### src/rtl/mem_port_arbiter.sv
// Two-port (fetch/data) round-robin arbiter in front of a single-ported memory.
// Each access runs IDLE/RESP -> ACCESS -> RESP, so a new grant can overlap the
// previous response and one access completes every two cycles.
module mem_port_arbiter #(
    parameter int unsigned FIRST_PRIO = 0  // 0: fetch wins first contest, 1: data
) (
    input  logic        clk,
    input  logic        reset_n,
    // fetch port
    input  logic        i_req,
    input  logic [31:0] i_addr,
    output logic        i_gnt,
    output logic        i_rvalid,
    output logic [31:0] i_rdata,
    output logic        i_err,
    // data port
    input  logic        d_req,
    input  logic        d_we,
    input  logic [1:0]  d_size,
    input  logic        d_unsigned,
    input  logic [31:0] d_addr,
    input  logic [31:0] d_wdata,
    output logic        d_gnt,
    output logic        d_rvalid,
    output logic [31:0] d_rdata,
    output logic        d_err,
    // memory side
    output logic        mem_we,
    output logic [31:0] mem_a,
    output logic [31:0] mem_wd,
    output logic [3:0]  mem_wm,
    input  logic [31:0] mem_rd
);

    typedef enum logic [1:0] {StIdle, StAccess, StResp} state_e;

    // last_q = 1 means the data port was granted last; reset so FIRST_PRIO wins.
    localparam logic LastRst = (FIRST_PRIO == 0) ? 1'b1 : 1'b0;

    state_e      state_q, state_d;
    logic        last_q, last_d;
    logic        port_q, port_d;  // 1 = data port owns the access in flight
    logic [31:0] addr_q, addr_d;
    logic [31:0] wdata_q, wdata_d;
    logic [31:0] rdata_q, rdata_d;
    logic [1:0]  size_q, size_d;
    logic        we_q, we_d;
    logic        uns_q, uns_d;
    logic        err_q, err_d;

    logic        accept;
    logic        acc_err;
    logic [31:0] load_data;
    logic [7:0]  ld_byte;
    logic [15:0] ld_half;

    // Grants are combinational; reset_n is folded in so no grant shows during reset.
    always_comb begin
        accept = reset_n && (state_q == StIdle || state_q == StResp);
        i_gnt  = accept && i_req && (!d_req || last_q);
        d_gnt  = accept && d_req && (!i_req || !last_q);
    end

    // Alignment / legal-size check on the latched access (fetch is latched as word).
    always_comb begin
        acc_err = 1'b0;
        case (size_q)
            2'b00:   acc_err = 1'b0;
            2'b01:   acc_err = addr_q[0];
            2'b10:   acc_err = |addr_q[1:0];
            default: acc_err = 1'b1;
        endcase
    end

    // Lane select and sign/zero extension of the memory read word.
    always_comb begin
        ld_byte   = mem_rd[{addr_q[1:0], 3'b000} +: 8];
        ld_half   = mem_rd[{addr_q[1], 4'b0000} +: 16];
        load_data = mem_rd;
        case (size_q)
            2'b00:   load_data = {{24{!uns_q && ld_byte[7]}}, ld_byte};
            2'b01:   load_data = {{16{!uns_q && ld_half[15]}}, ld_half};
            default: load_data = mem_rd;
        endcase
    end

    // Memory-side drive: store data is replicated across lanes, the mask picks the lanes.
    always_comb begin
        mem_a  = addr_q;
        mem_we = (state_q == StAccess) && we_q && !acc_err;
        mem_wm = 4'b0000;
        case (size_q)
            2'b00:   mem_wd = {4{wdata_q[7:0]}};
            2'b01:   mem_wd = {2{wdata_q[15:0]}};
            default: mem_wd = wdata_q;
        endcase
        if (mem_we) begin
            case (size_q)
                2'b00:   mem_wm = 4'b0001 << addr_q[1:0];
                2'b01:   mem_wm = addr_q[1] ? 4'b1100 : 4'b0011;
                default: mem_wm = 4'b1111;
            endcase
        end
    end

    // Response outputs are only live on the port that owns the access in RESP.
    always_comb begin
        i_rvalid = (state_q == StResp) && !port_q;
        d_rvalid = (state_q == StResp) && port_q;
        i_rdata  = i_rvalid ? rdata_q : 32'h0;
        d_rdata  = d_rvalid ? rdata_q : 32'h0;
        i_err    = i_rvalid && err_q;
        d_err    = d_rvalid && err_q;
    end

    // Next-state: latch the winner's request on grant, capture the result in ACCESS.
    always_comb begin
        state_d = state_q;
        last_d  = last_q;
        port_d  = port_q;
        addr_d  = addr_q;
        wdata_d = wdata_q;
        rdata_d = rdata_q;
        size_d  = size_q;
        we_d    = we_q;
        uns_d   = uns_q;
        err_d   = err_q;
        case (state_q)
            StIdle, StResp: begin
                if (i_gnt || d_gnt) begin
                    state_d = StAccess;
                    last_d  = d_gnt;
                    port_d  = d_gnt;
                    if (d_gnt) begin
                        addr_d  = d_addr;
                        wdata_d = d_wdata;
                        size_d  = d_size;
                        we_d    = d_we;
                        uns_d   = d_unsigned;
                    end else begin
                        addr_d  = i_addr;
                        wdata_d = 32'h0;
                        size_d  = 2'b10;
                        we_d    = 1'b0;
                        uns_d   = 1'b0;
                    end
                end else begin
                    state_d = StIdle;
                end
            end
            StAccess: begin
                rdata_d = acc_err ? 32'h0 : load_data;
                err_d   = acc_err;
                state_d = StResp;
            end
            default: state_d = StIdle;
        endcase
    end

    // State and latched-request registers.
    always_ff @(posedge clk or negedge reset_n) begin
        if (!reset_n) begin
            state_q <= StIdle;
            last_q  <= LastRst;
            port_q  <= 1'b0;
            addr_q  <= 32'h0;
            wdata_q <= 32'h0;
            rdata_q <= 32'h0;
            size_q  <= 2'b00;
            we_q    <= 1'b0;
            uns_q   <= 1'b0;
            err_q   <= 1'b0;
        end else begin
            state_q <= state_d;
            last_q  <= last_d;
            port_q  <= port_d;
            addr_q  <= addr_d;
            wdata_q <= wdata_d;
            rdata_q <= rdata_d;
            size_q  <= size_d;
            we_q    <= we_d;
            uns_q   <= uns_d;
            err_q   <= err_d;
        end
    end

endmodule

### config.mk
export PLATFORM = sky130hd
export DESIGN_NAME = mem_port_arbiter
export DESIGN_NICKNAME = d
export VERILOG_FILES = /design/src/rtl/mem_port_arbiter.sv
export SDC_FILE = /design/constraint.sdc
export NUM_CORES = 1
export LEC_CHECK = 0
export CAP_MARGIN = 20
export CORE_MARGIN = 8
export CORE_UTILIZATION = 44
export CTS_CLUSTER_DIAMETER = 120
export DETAILED_ROUTE_END_ITERATION = 10
export PLACE_DENSITY = 0.87
export SYNTH_ARGS = -nofsm -noshare
export SYNTH_HDL_FRONTEND = slang
export SYNTH_SLANG_ARGS = --single-unit
### constraint.sdc
create_clock -name clk -period 3.7 [get_ports clk]
set_input_delay 1.11 -clock clk [delete_from_list [all_inputs] [get_ports clk]]
set_output_delay 1.11 -clock clk [all_outputs]
set_load 0.01 [all_outputs]
==> results.txt <==
fin. max-slew vios -> 0
worst-margin pin slew -> 834 ps
Mapped Avg Cell Area -> 9.78 µm²
RSZ-0062 raised after global routing -> false
status -> finished clean
final net count -> 946
dpl cell area -> 0.00832 mm²
setup bufs post-CTS -> 0
vias in the first global route -> 5,632
ranking of synthesized cells by area -> dfrtp_1 47%, and2_1 7.5%, a22o_1 6.8%
Clk pwr share -> 20.9%
Fmax -> 0.286 GHz
via density per instance -> 5.44
startpoint types -> input port
nature of the critical path endpoint -> output port
Period Utilization, post-route -> 94.4%
Ports -> 275
layout cells sized above 1 -> 8.47%
Tmin final -> 3490 ps
Clk Tree Root Cell -> clkbuf_16
Congestion Overflow GR -> 0
Comb power frac -> 41.0%
first-pass GRT wire length -> 30,500 µm
NetSw -> 1.68 mW
Syn Nets -> 701
synth warn -> 0
cts repair resizes -> 0
FF-to-FF setup slack -> 1430 ps
Die Area -> 0.0164 mm²
GRT Resource Usage Total -> 23.7%
DIE HEIGHT -> 128 µm
Area growth, synth to finish -> 56.6%
clock skew -> 8.44 ps
CP max stage delay -> 550 ps
Max VDD drop -> 0.000344 V
final setup vio count -> 0
largest net degree at the start of global routing -> 68
Synth Instances -> 565
async set-reset flop share out of synthesis -> 100%
post-route ant nets -> 0
clk_lat worst skew -> 340 ps
Syn Std Cell Area -> 0.00552 mm²
Finished Cell Area -> 0.00865 mm²
CTS Hold Bufs -> 0
Seq pwr share -> 38.0%
htree depth -> 3
Power per Cell Area -> 577 mW/mm²
register area share after synthesis -> 47.6%
Via Count -> 5,366
drt initial violations -> 494
antenna cell count -> 0
deepest clock path buffer count -> 2
cts bufs inserted -> 9
CP Data Required Time -> 2590 ps
Die Wd -> 128 µm
hold crit path type -> register to register
Row Count -> 41
CTS Sinks -> 105
crit path DAT -> 2380 ps
post-synth top area share -> 47.1%
total wire length -> 19,400 µm
Clock transition at path regs -> 70 ps
maxcap violations -> 0
Total Power -> 4.99 mW
Initial Util -> 44.5%
CP Class -> input port to output port
Post-route DRC -> 0
crit path max fanout -> 2
initial antenna violation count -> 0
Yosys top cell by area -> dfrtp_1
sw frac -> 33.6%
Max transition margin -> 44.2%
GPL Wtd Cong -> 0.931
total iterations of the first detailed-routing run -> 5
Fin Hold WS -> 468 ps
DP Wirelength -> 14,800 µm
CP cell instances -> clkdlybuf4s50_1 -> nand2_1 -> nand3_2 -> inv_2 -> clkdlybuf4s50_1
Pint -> 3.31 mW
CTS tree -> yes
Port Buffer Count -> 274
Final Hold Viols -> 0
Max stage delay cell, worst path -> clkdlybuf4s50_1
number of synthesized flops with an enable pin -> 0
Synth cell types -> 36
Pleak -> 3.72 nW
WL per Instance -> 19.7 µm
Core ar. -> 0.0124 mm²
#FFs+latches synth -> 105
Setup TNS Final -> 0 ps
most used cell, CP -> clkdlybuf4s50_1
ys flop type -> dfrtp_1
-- power by group through the flow --
| stage | registers, mW | logic [mW] | clock network (mW) |
|---|---|---|---|
| finish | 1.90 | 2.05 | 1.04 |
| global route | 1.95 | 2.22 | 1.11 |
| CTS | 1.90 | 2.07 | 1.06 |
| detailed placement | 1.91 | 2.06 | 0 |
| global placement | 1.89 | 2.01 | 0 |
| floorplan | 1.82 | 1.10 | 0 |
-- cell type report --
type	instances	area, µm²
fill	925	3760
timing repair buffer	289	2850
sequential	105	2630
multi-input combinational	398	2600
clock buffer	10	239
tap	172	215
clock inverter	6	91.3
inverter	7	26.3
-- kinds of logic (layout without fill, tap and decap cells) --
| kind of cell | after synthesis | after routing | share of synthesized area [%] |
|---|---|---|---|
| AND/OR/NAND/NOR | 224 | 224 | 19.9 |
| AO/OA/AOI/OAI | 132 | 132 | 18.2 |
| flip-flops | 105 | 105 | 47.6 |
| multiplexers | 42 | 42 | 8.70 |
| buffers and inverters | 62 | 312 | 5.57 |
-- path summary, 6_finish.rpt --
check / from / endpoint / depth (start not counted)
setup / recovery: i_req / d_gnt / 5
hold / removal: last_q / last_q / 2
setup reg to reg: size_q[1] / rdata_q[18] / 4
hold reg to reg: last_q / last_q / 2
max in group asynchronous: reset_n / size_q[1] / 3
min in group asynchronous: reset_n / wdata_q[29] / 2
-- per-layer routing --
layer / vias to the layer above / global-route usage, % / share of wire (%)
li1: 2457 / - / -
met1: 2555 / 26.9 / 38
met2: 299 / 39.9 / 48
met3: 55 / 7.40 / 9.3
met4: 0 / 11.0 / 4.3
met5: - / 0 / 0
-- synth_stat cells, types with 5 or more instances --
| master | n |
|---|---|
| mux2_2 | 25 |
| inv_1 | 5 |
| a22o_1 | 43 |
| nand2b_1 | 12 |
| a32o_1 | 8 |
| dfrtp_1 | 104 |
| buf_1 | 7 |
| nand2_1 | 93 |
| nor2_1 | 41 |
| o21ai_0 | 15 |
| buf_2 | 12 |
| a31oi_1 | 32 |
| a221o_1 | 16 |
| mux2i_1 | 15 |
| a21oi_1 | 12 |
| buf_4 | 10 |
| and2_1 | 66 |
| clkbuf_1 | 23 |
-- worst max-delay path, delay by kind of cell --
kind          cells  cell delay [ps]
simple gates      2              190
buf+inv           3             1090
-- state kept, by name, indices dropped and copies added, names as in the netlist --
name	count
wdata_q	32
err_q	1
last_q	1
state_q	2
port_q	1
mem_a	32
size_q	2
uns_q	1
rdata_q	32
we_q	1
-- cells in the final DEF, fill, tap and decap left out, types with 2 or more instances in the layout --
| cell type | count |
|---|---|
| mux2i_1 | 15 |
| clkdlybuf4s50_1 | 273 |
| clkbuf_16 | 9 |
| inv_1 | 5 |
| a22o_1 | 43 |
| buf_4 | 16 |
| nand3_1 | 2 |
| nor2_2 | 2 |
| a21oi_1 | 12 |
| dfrtp_1 | 103 |
| nand2_1 | 93 |
| bufinv_16 | 2 |
| and2_1 | 66 |
| nand2b_1 | 12 |
| o21ai_0 | 15 |
| mux2_2 | 25 |
| o22ai_1 | 2 |
| clkinvlp_4 | 3 |
| a221o_1 | 16 |
| nor2_1 | 41 |
| a31oi_1 | 32 |
| inv_2 | 2 |
| nor4b_4 | 2 |
| a32o_1 | 8 |
-- through the flow --
stage	setup WS [ps]	utilization, %	cells
finish	206	69.7	987
CTS	192	69.7	987
detailed placement	196	67.0	971
global route	153	69.7	987
global placement	200	67.0	971
floorplan	693	-	565
(Power assumes the default switching activity.)
